### config.mk
export PLATFORM = sky130hd
export DESIGN_NAME = hb_mc_axil_host_bridge_flat
export DESIGN_NICKNAME = d
export VERILOG_FILES = /design/src/rtl/hb_mc_axil_host_bridge_if.sv /design/src/rtl/hb_mc_axil_host_bridge.sv /design/src/flat_wrapper.sv
export SDC_FILE = /design/constraint.sdc
export NUM_CORES = 1
export LEC_CHECK = 0
export BUFFER_PORTS_ARGS = -buffer_cell sky130_fd_sc_hd__clkbuf_2
export CAP_MARGIN = 20
export CORE_MARGIN = 3
export CORE_UTILIZATION = 50
export CTS_CLUSTER_DIAMETER = 30
export DETAILED_ROUTE_END_ITERATION = 10
export GPL_TIMING_DRIVEN = 0
export PLACE_DENSITY = 0.69
export SLEW_MARGIN = 25
export SYNTH_ARGS = -nofsm -noshare
export SYNTH_HDL_FRONTEND = slang
export SYNTH_SLANG_ARGS = --single-unit
### constraint.sdc
create_clock -name clk_i -period 14.39 [get_ports clk_i]
set_input_delay 0.7195 -clock clk_i [delete_from_list [all_inputs] [get_ports clk_i]]
set_output_delay 0.7195 -clock clk_i [all_outputs]
set_load 0.03 [all_outputs]
### src/rtl/hb_mc_axil_host_bridge_if.sv
// AXI-Lite (32-bit data) bus bundle between the shell OCL master and the host bridge.
interface hb_mc_axil_host_bridge_if #(
  parameter int unsigned addr_width_p = 32
);
  logic [addr_width_p-1:0] awaddr;
  logic                    awvalid;
  logic                    awready;
  logic [31:0]             wdata;
  logic [3:0]              wstrb;
  logic                    wvalid;
  logic                    wready;
  logic [1:0]              bresp;
  logic                    bvalid;
  logic                    bready;
  logic [addr_width_p-1:0] araddr;
  logic                    arvalid;
  logic                    arready;
  logic [31:0]             rdata;
  logic [1:0]              rresp;
  logic                    rvalid;
  logic                    rready;

  modport master (
    output awaddr, awvalid, wdata, wstrb, wvalid, bready, araddr, arvalid, rready,
    input  awready, wready, bresp, bvalid, arready, rdata, rresp, rvalid
  );

  modport slave (
    input  awaddr, awvalid, wdata, wstrb, wvalid, bready, araddr, arvalid, rready,
    output awready, wready, bresp, bvalid, arready, rdata, rresp, rvalid
  );
endinterface

### src/rtl/hb_mc_axil_host_bridge.sv
// AXI-Lite to 128-bit host packet bridge: host assembles TX packets word by word,
// drains RX packets word by word, and polls FIFO levels through status registers.
module hb_mc_axil_host_bridge #(
  parameter int unsigned axil_addr_width_p = 32,
  parameter int unsigned fifo_els_p        = 4
) (
  input  logic                    clk_i,
  input  logic                    reset_i,
  hb_mc_axil_host_bridge_if.slave s_axil,
  output logic                    tx_v_o,
  output logic [127:0]            tx_data_o,
  input  logic                    tx_ready_i,
  input  logic                    rx_v_i,
  input  logic [127:0]            rx_data_i,
  output logic                    rx_ready_o
);

  localparam int unsigned data_w  = 32;
  localparam int unsigned words_p = 4;
  localparam int unsigned ptr_w   = $clog2(fifo_els_p);
  localparam int unsigned cnt_w   = ptr_w + 1;
  localparam logic [cnt_w-1:0] full_cnt = cnt_w'(fifo_els_p);

  localparam logic [3:0] reg_tx_word  = 4'h0;
  localparam logic [3:0] reg_tx_vac   = 4'h1;
  localparam logic [3:0] reg_rx_avail = 4'h2;
  localparam logic [3:0] reg_rx_word  = 4'h3;
  localparam logic [3:0] reg_tx_cnt   = 4'h4;
  localparam logic [3:0] reg_abort    = 4'h5;

  localparam logic [1:0] resp_okay   = 2'b00;
  localparam logic [1:0] resp_slverr = 2'b10;
  localparam logic [1:0] resp_decerr = 2'b11;

  typedef logic [words_p-1:0][data_w-1:0] pkt_t;

  logic [axil_addr_width_p-1:0] aw_addr;
  logic [axil_addr_width_p-1:0] ar_addr;

  pkt_t             tx_mem [fifo_els_p];
  pkt_t             rx_mem [fifo_els_p];
  logic [2:0][data_w-1:0] tx_part;

  logic [ptr_w-1:0] tx_wr_ptr, tx_rd_ptr, rx_wr_ptr, rx_rd_ptr;
  logic [cnt_w-1:0] tx_count, rx_count, tx_count_next, rx_count_next;
  logic [1:0]       tx_cnt, tx_cnt_next, rx_idx, rx_idx_next;

  logic              bvalid_q, rvalid_q;
  logic [1:0]        bresp_q, rresp_q, bresp_d, rresp_d;
  logic [data_w-1:0] rdata_q, rdata_d;

  logic wr_fire, rd_fire, tx_full, rx_empty;
  logic tx_push, tx_pop, rx_push, rx_pop, part_we;
  logic unused_bits;

  assign aw_addr     = s_axil.awaddr;
  assign ar_addr     = s_axil.araddr;
  assign unused_bits = ^{aw_addr, ar_addr, s_axil.wstrb};

  assign s_axil.awready = wr_fire;
  assign s_axil.wready  = wr_fire;
  assign s_axil.bvalid  = bvalid_q;
  assign s_axil.bresp   = bresp_q;
  assign s_axil.arready = ~rvalid_q;
  assign s_axil.rvalid  = rvalid_q;
  assign s_axil.rdata   = rdata_q;
  assign s_axil.rresp   = rresp_q;

  assign tx_data_o     = tx_mem[tx_rd_ptr];
  assign tx_pop        = tx_v_o & tx_ready_i;
  assign rx_push       = rx_v_i & rx_ready_o;
  assign tx_count_next = tx_count + cnt_w'(tx_push) - cnt_w'(tx_pop);
  assign rx_count_next = rx_count + cnt_w'(rx_push) - cnt_w'(rx_pop);

  // Write decode: word assembly, full-FIFO rejection on the last word, abort.
  always_comb begin
    wr_fire     = s_axil.awvalid & s_axil.wvalid & ~bvalid_q;
    tx_full     = (tx_count == full_cnt);
    tx_push     = 1'b0;
    part_we     = 1'b0;
    tx_cnt_next = tx_cnt;
    bresp_d     = resp_decerr;
    case (aw_addr[5:2])
      reg_tx_word: begin
        if (tx_cnt == 2'd3) begin
          if (tx_full) begin
            bresp_d = resp_slverr;
          end else begin
            bresp_d = resp_okay;
            tx_push = wr_fire;
            if (wr_fire) tx_cnt_next = 2'd0;
          end
        end else begin
          bresp_d = resp_okay;
          part_we = wr_fire;
          if (wr_fire) tx_cnt_next = tx_cnt + 2'd1;
        end
      end
      reg_abort: begin
        bresp_d = resp_okay;
        if (wr_fire) tx_cnt_next = 2'd0;
      end
      default: ;
    endcase
  end

  // Read decode: status registers use pre-update counts; RX word read advances the head.
  always_comb begin
    rd_fire     = s_axil.arvalid & ~rvalid_q;
    rx_empty    = (rx_count == '0);
    rx_pop      = 1'b0;
    rx_idx_next = rx_idx;
    rdata_d     = '0;
    rresp_d     = resp_decerr;
    case (ar_addr[5:2])
      reg_tx_vac: begin
        rdata_d = data_w'(full_cnt - tx_count);
        rresp_d = resp_okay;
      end
      reg_rx_avail: begin
        rdata_d = data_w'({rx_count, 2'b00}) - data_w'(rx_idx);
        rresp_d = resp_okay;
      end
      reg_rx_word: begin
        if (rx_empty) begin
          rresp_d = resp_slverr;
        end else begin
          rdata_d = rx_mem[rx_rd_ptr][rx_idx];
          rresp_d = resp_okay;
          if (rd_fire) begin
            rx_idx_next = rx_idx + 2'd1;
            rx_pop      = (rx_idx == 2'd3);
          end
        end
      end
      reg_tx_cnt: begin
        rdata_d = data_w'(tx_cnt);
        rresp_d = resp_okay;
      end
      default: ;
    endcase
  end

  // Control state: response channels, FIFO pointers/counts, registered flow-control outputs.
  always_ff @(posedge clk_i or posedge reset_i) begin
    if (reset_i) begin
      bvalid_q   <= 1'b0;
      bresp_q    <= '0;
      rvalid_q   <= 1'b0;
      rresp_q    <= '0;
      rdata_q    <= '0;
      tx_cnt     <= '0;
      rx_idx     <= '0;
      tx_wr_ptr  <= '0;
      tx_rd_ptr  <= '0;
      tx_count   <= '0;
      rx_wr_ptr  <= '0;
      rx_rd_ptr  <= '0;
      rx_count   <= '0;
      tx_v_o     <= 1'b0;
      rx_ready_o <= 1'b0;
    end else begin
      if (wr_fire) begin
        bvalid_q <= 1'b1;
        bresp_q  <= bresp_d;
      end else if (s_axil.bready) begin
        bvalid_q <= 1'b0;
      end
      if (rd_fire) begin
        rvalid_q <= 1'b1;
        rdata_q  <= rdata_d;
        rresp_q  <= rresp_d;
      end else if (s_axil.rready) begin
        rvalid_q <= 1'b0;
      end
      tx_cnt <= tx_cnt_next;
      rx_idx <= rx_idx_next;
      if (tx_push) tx_wr_ptr <= tx_wr_ptr + ptr_w'(1);
      if (tx_pop)  tx_rd_ptr <= tx_rd_ptr + ptr_w'(1);
      if (rx_push) rx_wr_ptr <= rx_wr_ptr + ptr_w'(1);
      if (rx_pop)  rx_rd_ptr <= rx_rd_ptr + ptr_w'(1);
      tx_count   <= tx_count_next;
      rx_count   <= rx_count_next;
      tx_v_o     <= (tx_count_next != '0);
      rx_ready_o <= (rx_count_next != full_cnt);
    end
  end

  // Data storage: partial TX words and FIFO payloads need no reset.
  always_ff @(posedge clk_i) begin
    if (part_we) tx_part[tx_cnt] <= s_axil.wdata;
    if (tx_push) tx_mem[tx_wr_ptr] <= {s_axil.wdata, tx_part[2], tx_part[1], tx_part[0]};
    if (rx_push) rx_mem[rx_wr_ptr] <= rx_data_i;
  end

endmodule
### src/flat_wrapper.sv
// flat-port wrapper written by rule: the top's interface ports become plain ports
module hb_mc_axil_host_bridge_flat 
#(
  parameter int unsigned axil_addr_width_p = 32,
  parameter int unsigned fifo_els_p        = 4
)
  (clk_i, reset_i, tx_v_o, tx_data_o, tx_ready_i, rx_v_i, rx_data_i, rx_ready_o, s_axil_awaddr, s_axil_awvalid, s_axil_wdata, s_axil_wstrb, s_axil_wvalid, s_axil_bready, s_axil_araddr, s_axil_arvalid, s_axil_rready, s_axil_awready, s_axil_wready, s_axil_bresp, s_axil_bvalid, s_axil_arready, s_axil_rdata, s_axil_rresp, s_axil_rvalid);
  hb_mc_axil_host_bridge_if s_axil_i ();
  input  logic clk_i;
  input  logic reset_i;
  output logic tx_v_o;
  output logic [127:0] tx_data_o;
  input  logic tx_ready_i;
  input  logic rx_v_i;
  input  logic [127:0] rx_data_i;
  output logic rx_ready_o;
  input wire logic [$bits(s_axil_i.awaddr)-1:0] s_axil_awaddr;
  input wire logic [$bits(s_axil_i.awvalid)-1:0] s_axil_awvalid;
  input wire logic [$bits(s_axil_i.wdata)-1:0] s_axil_wdata;
  input wire logic [$bits(s_axil_i.wstrb)-1:0] s_axil_wstrb;
  input wire logic [$bits(s_axil_i.wvalid)-1:0] s_axil_wvalid;
  input wire logic [$bits(s_axil_i.bready)-1:0] s_axil_bready;
  input wire logic [$bits(s_axil_i.araddr)-1:0] s_axil_araddr;
  input wire logic [$bits(s_axil_i.arvalid)-1:0] s_axil_arvalid;
  input wire logic [$bits(s_axil_i.rready)-1:0] s_axil_rready;
  output wire logic [$bits(s_axil_i.awready)-1:0] s_axil_awready;
  output wire logic [$bits(s_axil_i.wready)-1:0] s_axil_wready;
  output wire logic [$bits(s_axil_i.bresp)-1:0] s_axil_bresp;
  output wire logic [$bits(s_axil_i.bvalid)-1:0] s_axil_bvalid;
  output wire logic [$bits(s_axil_i.arready)-1:0] s_axil_arready;
  output wire logic [$bits(s_axil_i.rdata)-1:0] s_axil_rdata;
  output wire logic [$bits(s_axil_i.rresp)-1:0] s_axil_rresp;
  output wire logic [$bits(s_axil_i.rvalid)-1:0] s_axil_rvalid;
  assign s_axil_i.awaddr = s_axil_awaddr;
  assign s_axil_i.awvalid = s_axil_awvalid;
  assign s_axil_i.wdata = s_axil_wdata;
  assign s_axil_i.wstrb = s_axil_wstrb;
  assign s_axil_i.wvalid = s_axil_wvalid;
  assign s_axil_i.bready = s_axil_bready;
  assign s_axil_i.araddr = s_axil_araddr;
  assign s_axil_i.arvalid = s_axil_arvalid;
  assign s_axil_i.rready = s_axil_rready;
  assign s_axil_awready = s_axil_i.awready;
  assign s_axil_wready = s_axil_i.wready;
  assign s_axil_bresp = s_axil_i.bresp;
  assign s_axil_bvalid = s_axil_i.bvalid;
  assign s_axil_arready = s_axil_i.arready;
  assign s_axil_rdata = s_axil_i.rdata;
  assign s_axil_rresp = s_axil_i.rresp;
  assign s_axil_rvalid = s_axil_i.rvalid;
  hb_mc_axil_host_bridge #(.axil_addr_width_p(axil_addr_width_p), .fifo_els_p(fifo_els_p)) u_core (.clk_i(clk_i), .reset_i(reset_i), .s_axil(s_axil_i), .tx_v_o(tx_v_o), .tx_data_o(tx_data_o), .tx_ready_i(tx_ready_i), .rx_v_i(rx_v_i), .rx_data_i(rx_data_i), .rx_ready_o(rx_ready_o));
endmodule
; ---- Word-level counts from Yosys, hierarchy flattened
; Memory sizes are Yosys's and may differ from the RTL's.
; Index checks and enable logic that the tools add are counted.
; Widths: inputs -> output; s select.
[op_classes]
n_addsub = 12
magnitude_cmp = 3
n_eq_ne = 11
n_mux = 33
bitwise = 8
n_reduce_logical = 10
[ops]
columns = op, n
row1 = $pmux 32 s4, 1
row2 = $bwmux 96, 1
row3 = $mux 32, 3
row4 = $bmux 32 s2, 1
row5 = $demux 32 s2, 1
row6 = $mux 1, 16
row7 = $mux 2, 7
row8 = $add 2x1->2 const B, 6
row9 = $pmux 2 s2, 3
row10 = $eq 4x2->1 const B, 2
row11 = $eq 4x3->1 const B, 2
row12 = $add 3x1->3, 2
row13 = $lt 2x3->1 const B, 2
row14 = $ne 3x3->1 const B, 2
row15 = $reduce_and 3->1, 2
row16 = $reduce_bool 2->1, 3
row17 = $sub 3x1->3, 2
row18 = $sub 5x2->6, 1
row19 = $and 1x1->1, 5
row20 = $eq 2x2->1 const B, 2
row21 = $eq 4x1->1 const B, 1
row22 = $logic_not 4->1, 1
row23 = $sub 3x3->4 const A, 1
row24 = $eq 3x3->1 const B, 1
row25 = other kinds (7), 9
[totals]
reg_bits = 154
ram_bits = 1024
memories = 2
[mem_list]
columns = memory, words, width, read_ports, rd_ports_with_merged_regs, wr, line_no
row1 = u_core.rx_mem, 4, 128, 1, 0, 1, hb_mc_axil_host_bridge.sv:41  ; pkt_t rx_mem [fifo_els_p];
row2 = u_core.tx_mem, 4, 128, 1, 0, 1, hb_mc_axil_host_bridge.sv:40  ; pkt_t tx_mem [fifo_els_p];

; ---- Depth between registers and ports, before layout
[depth]
depth_word = 8
ltp_mapped = 10

; ---- Worst setup path before layout
; Ideal clock, no wire load.
[synth_timing]
kind = input to register
startpoint = in s_axil_awaddr[3]
endpoint = mem u_core.tx_mem[0][0] (netlist bit), enable pin
setup_ps = 502
arrival_ps = 4446
required_ps = 13888
slack_ps = 9442
stages = 4
path_buffers = 0
path_cell_list = nor2_1 -> nand3_1 -> nor3_1 -> and2_1
[synth_via]
elab_chain_len = 4
[synth_rtl]
columns = element, line_no
row1 = from (decl), flat_wrapper.sv:17  ; input wire logic [$bits(s_axil_i.awaddr)-1:0] s_axil_awaddr;
row2 = $logic_not 4->1, hb_mc_axil_host_bridge.sv:83  ; case (aw_addr[5:2])
row3 = $mux 1, hb_mc_axil_host_bridge.sv:83
row4 = net u_core.tx_push, hb_mc_axil_host_bridge.sv:53  ; logic tx_push, tx_pop, rx_push, rx_pop, part_we;
row5 = $mux 1, hb_mc_axil_host_bridge.sv:192  ; if (tx_push) tx_mem[tx_wr_ptr] <= {s_axil.wdata, tx_part[2], tx_part[1], tx_part[0]};
row6 = $mux 1 (not written as such), hb_mc_axil_host_bridge.sv:192
row7 = to (decl), hb_mc_axil_host_bridge.sv:40
; The timed path passes the listed nets, and every way through them passes these cells.

; ---- Worst setup path after layout
[layout_timing]
startpoint = reg u_core.tx_rd_ptr[1]
endpoint = out tx_data_o[115]
[layout_via]
elab_chain_len = 1
[layout_rtl]
columns = element, line_no
row1 = from (decl), hb_mc_axil_host_bridge.sv:44  ; logic [ptr_w-1:0] tx_wr_ptr, tx_rd_ptr, rx_wr_ptr, rx_rd_ptr;
row2 = from (signal assigned), hb_mc_axil_host_bridge.sv:179  ; if (tx_pop) tx_rd_ptr <= tx_rd_ptr + ptr_w'(1);
row3 = $mem_v2 4x128, n/a
row4 = to (decl), flat_wrapper.sv:12  ; output logic [127:0] tx_data_o;
; No other way between the ends.

==> summary.txt <==
Logic synthesis
  • Synth Area in Compound Gates: 0.00447
  • Ys async rst share: 0.0492
  • Post-synth EDFFs: 1120
  • Post-Synth XOR/XNOR Area: 0.00221
  • Mean post-synth cell area: 23.6 um2
  • Post-Synth Simple-Gate Area: 0.0214
  • Register area share after synthesis: 0.803
  • Largest family of logic cells by synthesized area: multiplexers
  • Synthesized area: 0.0437 mm2
  • Post-synth top flop: edfxtp_1
  • Seq cells post-synth: 1178
  • Net Count, Synth: 2114
  • Post-synthesis mux area share: 0.149
  • Syn. warnings: 0
  • Post-Synth Adder-Cell Area: 0.00750
  • Synth Instances: 1852
  • Post-synthesis cell type count: 45

Drt
  • DRT Pass-1 Iters: 6
  • # DRC: 0
  • Routed length per instance: 27.3 um
  • Post-DRT Antenna Nets: 0
  • Vias/cell: 5.71
  • Via count: 21484
  • Final WL: 103 mm
  • First DRT Iteration DRCs: 1897

STA
  • Clk_skew: 0.0333 ns
  • Max-slew violations: 0
  • PnR worst setup slack: 10.33 ns
  • Setup tns final: 0 ns
  • Fin crit share: 0.282
  • Finish-stage setup viols: 0
  • Achievable Freq: 246 MHz
  • Final Hold Vio Count: 0
  • Max_slew headroom: 0.291
  • RSZ-0062 raised after global routing: false
  • Worst-Margin Slew: 1.06 ns
  • Post-layout minimum cycle time: 4.06 ns

Worst setup path
  • R2R cell count: 7
  • CP endpoint kind: output port
  • Worst path bufs/invs: 3
  • Worst Setup Start Kind: register
  • Critical Path Stages: 4
  • Cell family with most CP delay: buffers and inverters
  • Worst path arrival time: 3.34 ns
  • Crit path required time: 13.67 ns
  • Max Fanout on Critical Path: 10
  • Crit-path max cell delay: 0.77 ns
  • Kind of critical path: reg2out
  • Critical-path top delay cell: clkbuf_1
  • Critical-path cell list: clkbuf_1 -> buf_1 -> mux4_2 -> clkbuf_2

Clocking
  • CTS sink cnt: 1178
  • Clock root buffer: clkbuf_16
  • Reg clk slew, reported paths: 0.05 ns
  • CTS tree: built
  • CTS resizes: 0
  • Maximum clock path buffer count: 3
  • H-tree levels: 4
  • Num CTS Buffers: 201
  • Worst skew pair latency: 0.77 ns

Global route
  • Initial antenna violation count: 27
  • Largest net degree at the start of global routing: 43
  • Global Route Usage Sum: 0.229
  • Number of global-route vias before repair: 22851
  • Gr ovfl total: 0
  • First-pass GRT wire length: 150 mm

Cells and area
  • Area used by multi-input combinational logic: 0.00810 mm2
  • Final core utilization: 0.635
  • Area growth from synthesis to layout: 24.9%
  • Reg area: 0.0351 mm2
  • # nets final: 2690
  • Share of cells above drive strength 1: 0.415
  • Fillers: 5650

Placement
  • Dpl hpwl: 63.8 mm
  • GPL Wtd Cong: 0.809
  • Port bufs: 345
  • Pre-CTS setup slack: 10.62 ns

Floorplan
  • Initial Util: 0.508
  • FP Rows: 107
  • I/O pin count: 408
  • Die footprint: 0.0909 mm2
  • Die Wd: 302 um
  • Die height: 302 um
  • Core area: 0.0859 mm2

Power and ir drop
  • Combinational share of power: 0.199
  • P_int: 7990 uW
  • Pwr/cell area: 205 mW/mm2
  • Net Sw Frac: 0.285
  • P_sw: 3180 uW
  • Static leakage: 0.0187 uW
  • Maximum vdd ir drop: 0.174 mV
  • Clock network fraction of total power: 0.429
  • Flop pwr share: 0.372

Worst hold path
  • Worst min-delay path category: in2reg
  • Hold Path Depth: 2

Flow run
  • Max Cap Violations: 0

Status
  • Status: complete, no violations
-- registers in the layout, summed over array words and instances, names as in the netlist --
| register | cells |
|---|---|
| u_core.rx_ready_o | 1 |
| u_core.s_axil.rvalid | 1 |
| u_core.rx_rd_ptr | 2 |
| u_core.tx_rd_ptr | 2 |
| u_core.rx_count | 3 |
| u_core.tx_count | 3 |
| u_core.s_axil.rdata | 32 |
| u_core.s_axil.bresp | 2 |
| u_core.rx_mem | 512 |
| u_core.rx_idx | 2 |
| u_core.s_axil.rresp | 2 |
| u_core.tx_mem | 512 |
| u_core.tx_cnt | 2 |
| u_core.tx_v_o | 1 |
| u_core.tx_wr_ptr | 2 |
| u_core.tx_part | 96 |
| u_core.s_axil.bvalid | 1 |
| u_core.rx_wr_ptr | 2 |
-- repair_timing --
action / in CTS / in global routing
hold buffers: 1 / 0
buffers inserted: 0 / 0
endpoints found under the hold margin: 21 / 0
-- worst register-to-register path, stage by stage, from the launching register on --
cell,delay [ns]
dfrtp_1,0.38
inv_1,0.07
ha_1,0.21
ha_1,0.27
nor3_2,0.59
and2_4,0.75
buf_12,0.30
buf_12,0.26
-- cells in the final DEF, fill, tap and decap left out, types with 24 or more instances in the layout --
| cell type | n |
|---|---|
| buf_2 | 28 |
| bufinv_16 | 26 |
| clkbuf_1 | 62 |
| clkbuf_16 | 201 |
| clkbuf_2 | 345 |
| dfrtp_1 | 58 |
| edfxtp_1 | 1120 |
| inv_1 | 24 |
| mux2_2 | 63 |
| mux4_2 | 256 |
| nand2_1 | 35 |
| nand3_1 | 65 |
| nand4_1 | 30 |
-- cell usage after synthesis, types with 3 or more instances --
master,number,area share
nor3_1,6,0.00069
buf_2,28,0.0032
buf_1,7,0.00060
nand3b_1,4,0.00069
mux4_2,256,0.13
and2_1,10,0.0014
nand2_1,35,0.0030
and3_1,7,0.0010
buf_6,11,0.0028
o21ai_0,9,0.0010
xnor2_1,8,0.0016
inv_1,25,0.0021
nand4_1,30,0.0043
ha_1,23,0.0066
nand3_1,65,0.0074
nor4b_1,3,0.00060
mux2_2,63,0.016
dfrtp_1,58,0.033
clkbuf_1,40,0.0034
nor2_1,7,0.00060
xor2_1,3,0.00060
edfxtp_1,1120,0.77
-- final timing paths --
| path | from | slack [ns] | end |
|---|---|---|---|
| worst max-delay path | u_core.tx_rd_ptr[1] | 10.33 | tx_data_o[115] |
| worst min-delay path | s_axil_rready | 0.13 | u_core.s_axil.rvalid |
| worst max register to register | u_core.tx_count[0] | 11.22 | u_core.tx_mem[1][2] |
| worst min register to register | u_core.tx_part[24] | 0.47 | u_core.tx_mem[1][24] |
| max in group asynchronous | reset_i | 13.23 | u_core.s_axil.rdata[20] |
| min in group asynchronous | reset_i | 0.53 | u_core.s_axil.rdata[26] |
-- layout make-up --
| cell class | count | share of cell area |
|---|---|---|
| diodes | 16 | 0.000734 |
| plain buffers | 88 | 0.00835 |
| clock buffers | 223 | 0.0937 |
| clock inverters | 154 | 0.0342 |
| inverters | 25 | 0.00177 |
| multi-input cells | 561 | 0.148 |
| flip-flops and latches | 1178 | 0.643 |
| well taps | 1144 | 0.0262 |
| repair buffers | 373 | 0.0438 |
-- power groups by stage --
stage / Combinational, uW / Clock, uW / Sequential (uW)
floorplan: 1470 / 0 / 4240
detailed placement: 2240 / 0 / 4220
finish: 2220 / 4790 / 4160
global placement: 2150 / 0 / 4270
global route: 2350 / 5030 / 4170
CTS: 2270 / 4860 / 4160
-- per-layer routing --
metal  vias to the layer above  part of all wire  global-route usage
met5                         -            0.0011                   0
met4                        20             0.035               0.100
met3                       212             0.091              0.0770
met2                      1001              0.51               0.380
met1                     11189              0.36               0.276
li1                       9062                 -                   -
-- metrics by stage --
step | total power [uW] | instances | hold slack (ns) | area (um2)
after floorplan | 5710 | 1852 | 0.459 | 43700
after detailed placement | 6450 | 3368 | 0.476 | 47500
after CTS | 11300 | 3746 | 0.0885 | 54500
after global placement | 6420 | 3341 | 0.464 | 46800
final | 11200 | 3762 | 0.134 | 54600
after global routing | 11600 | 3753 | 0.118 | 54500
-- kinds of logic after synthesis --
kind of cell | after synthesis
AO/OA/AOI/OAI | 28
AND/OR/NAND/NOR | 176
adder cells (fa/ha/maj) | 25
flip-flops | 1178
multiplexers | 321
XOR/XNOR | 11
buffers and inverters | 113
Note: power is estimated with default switching activity, not from simulation.
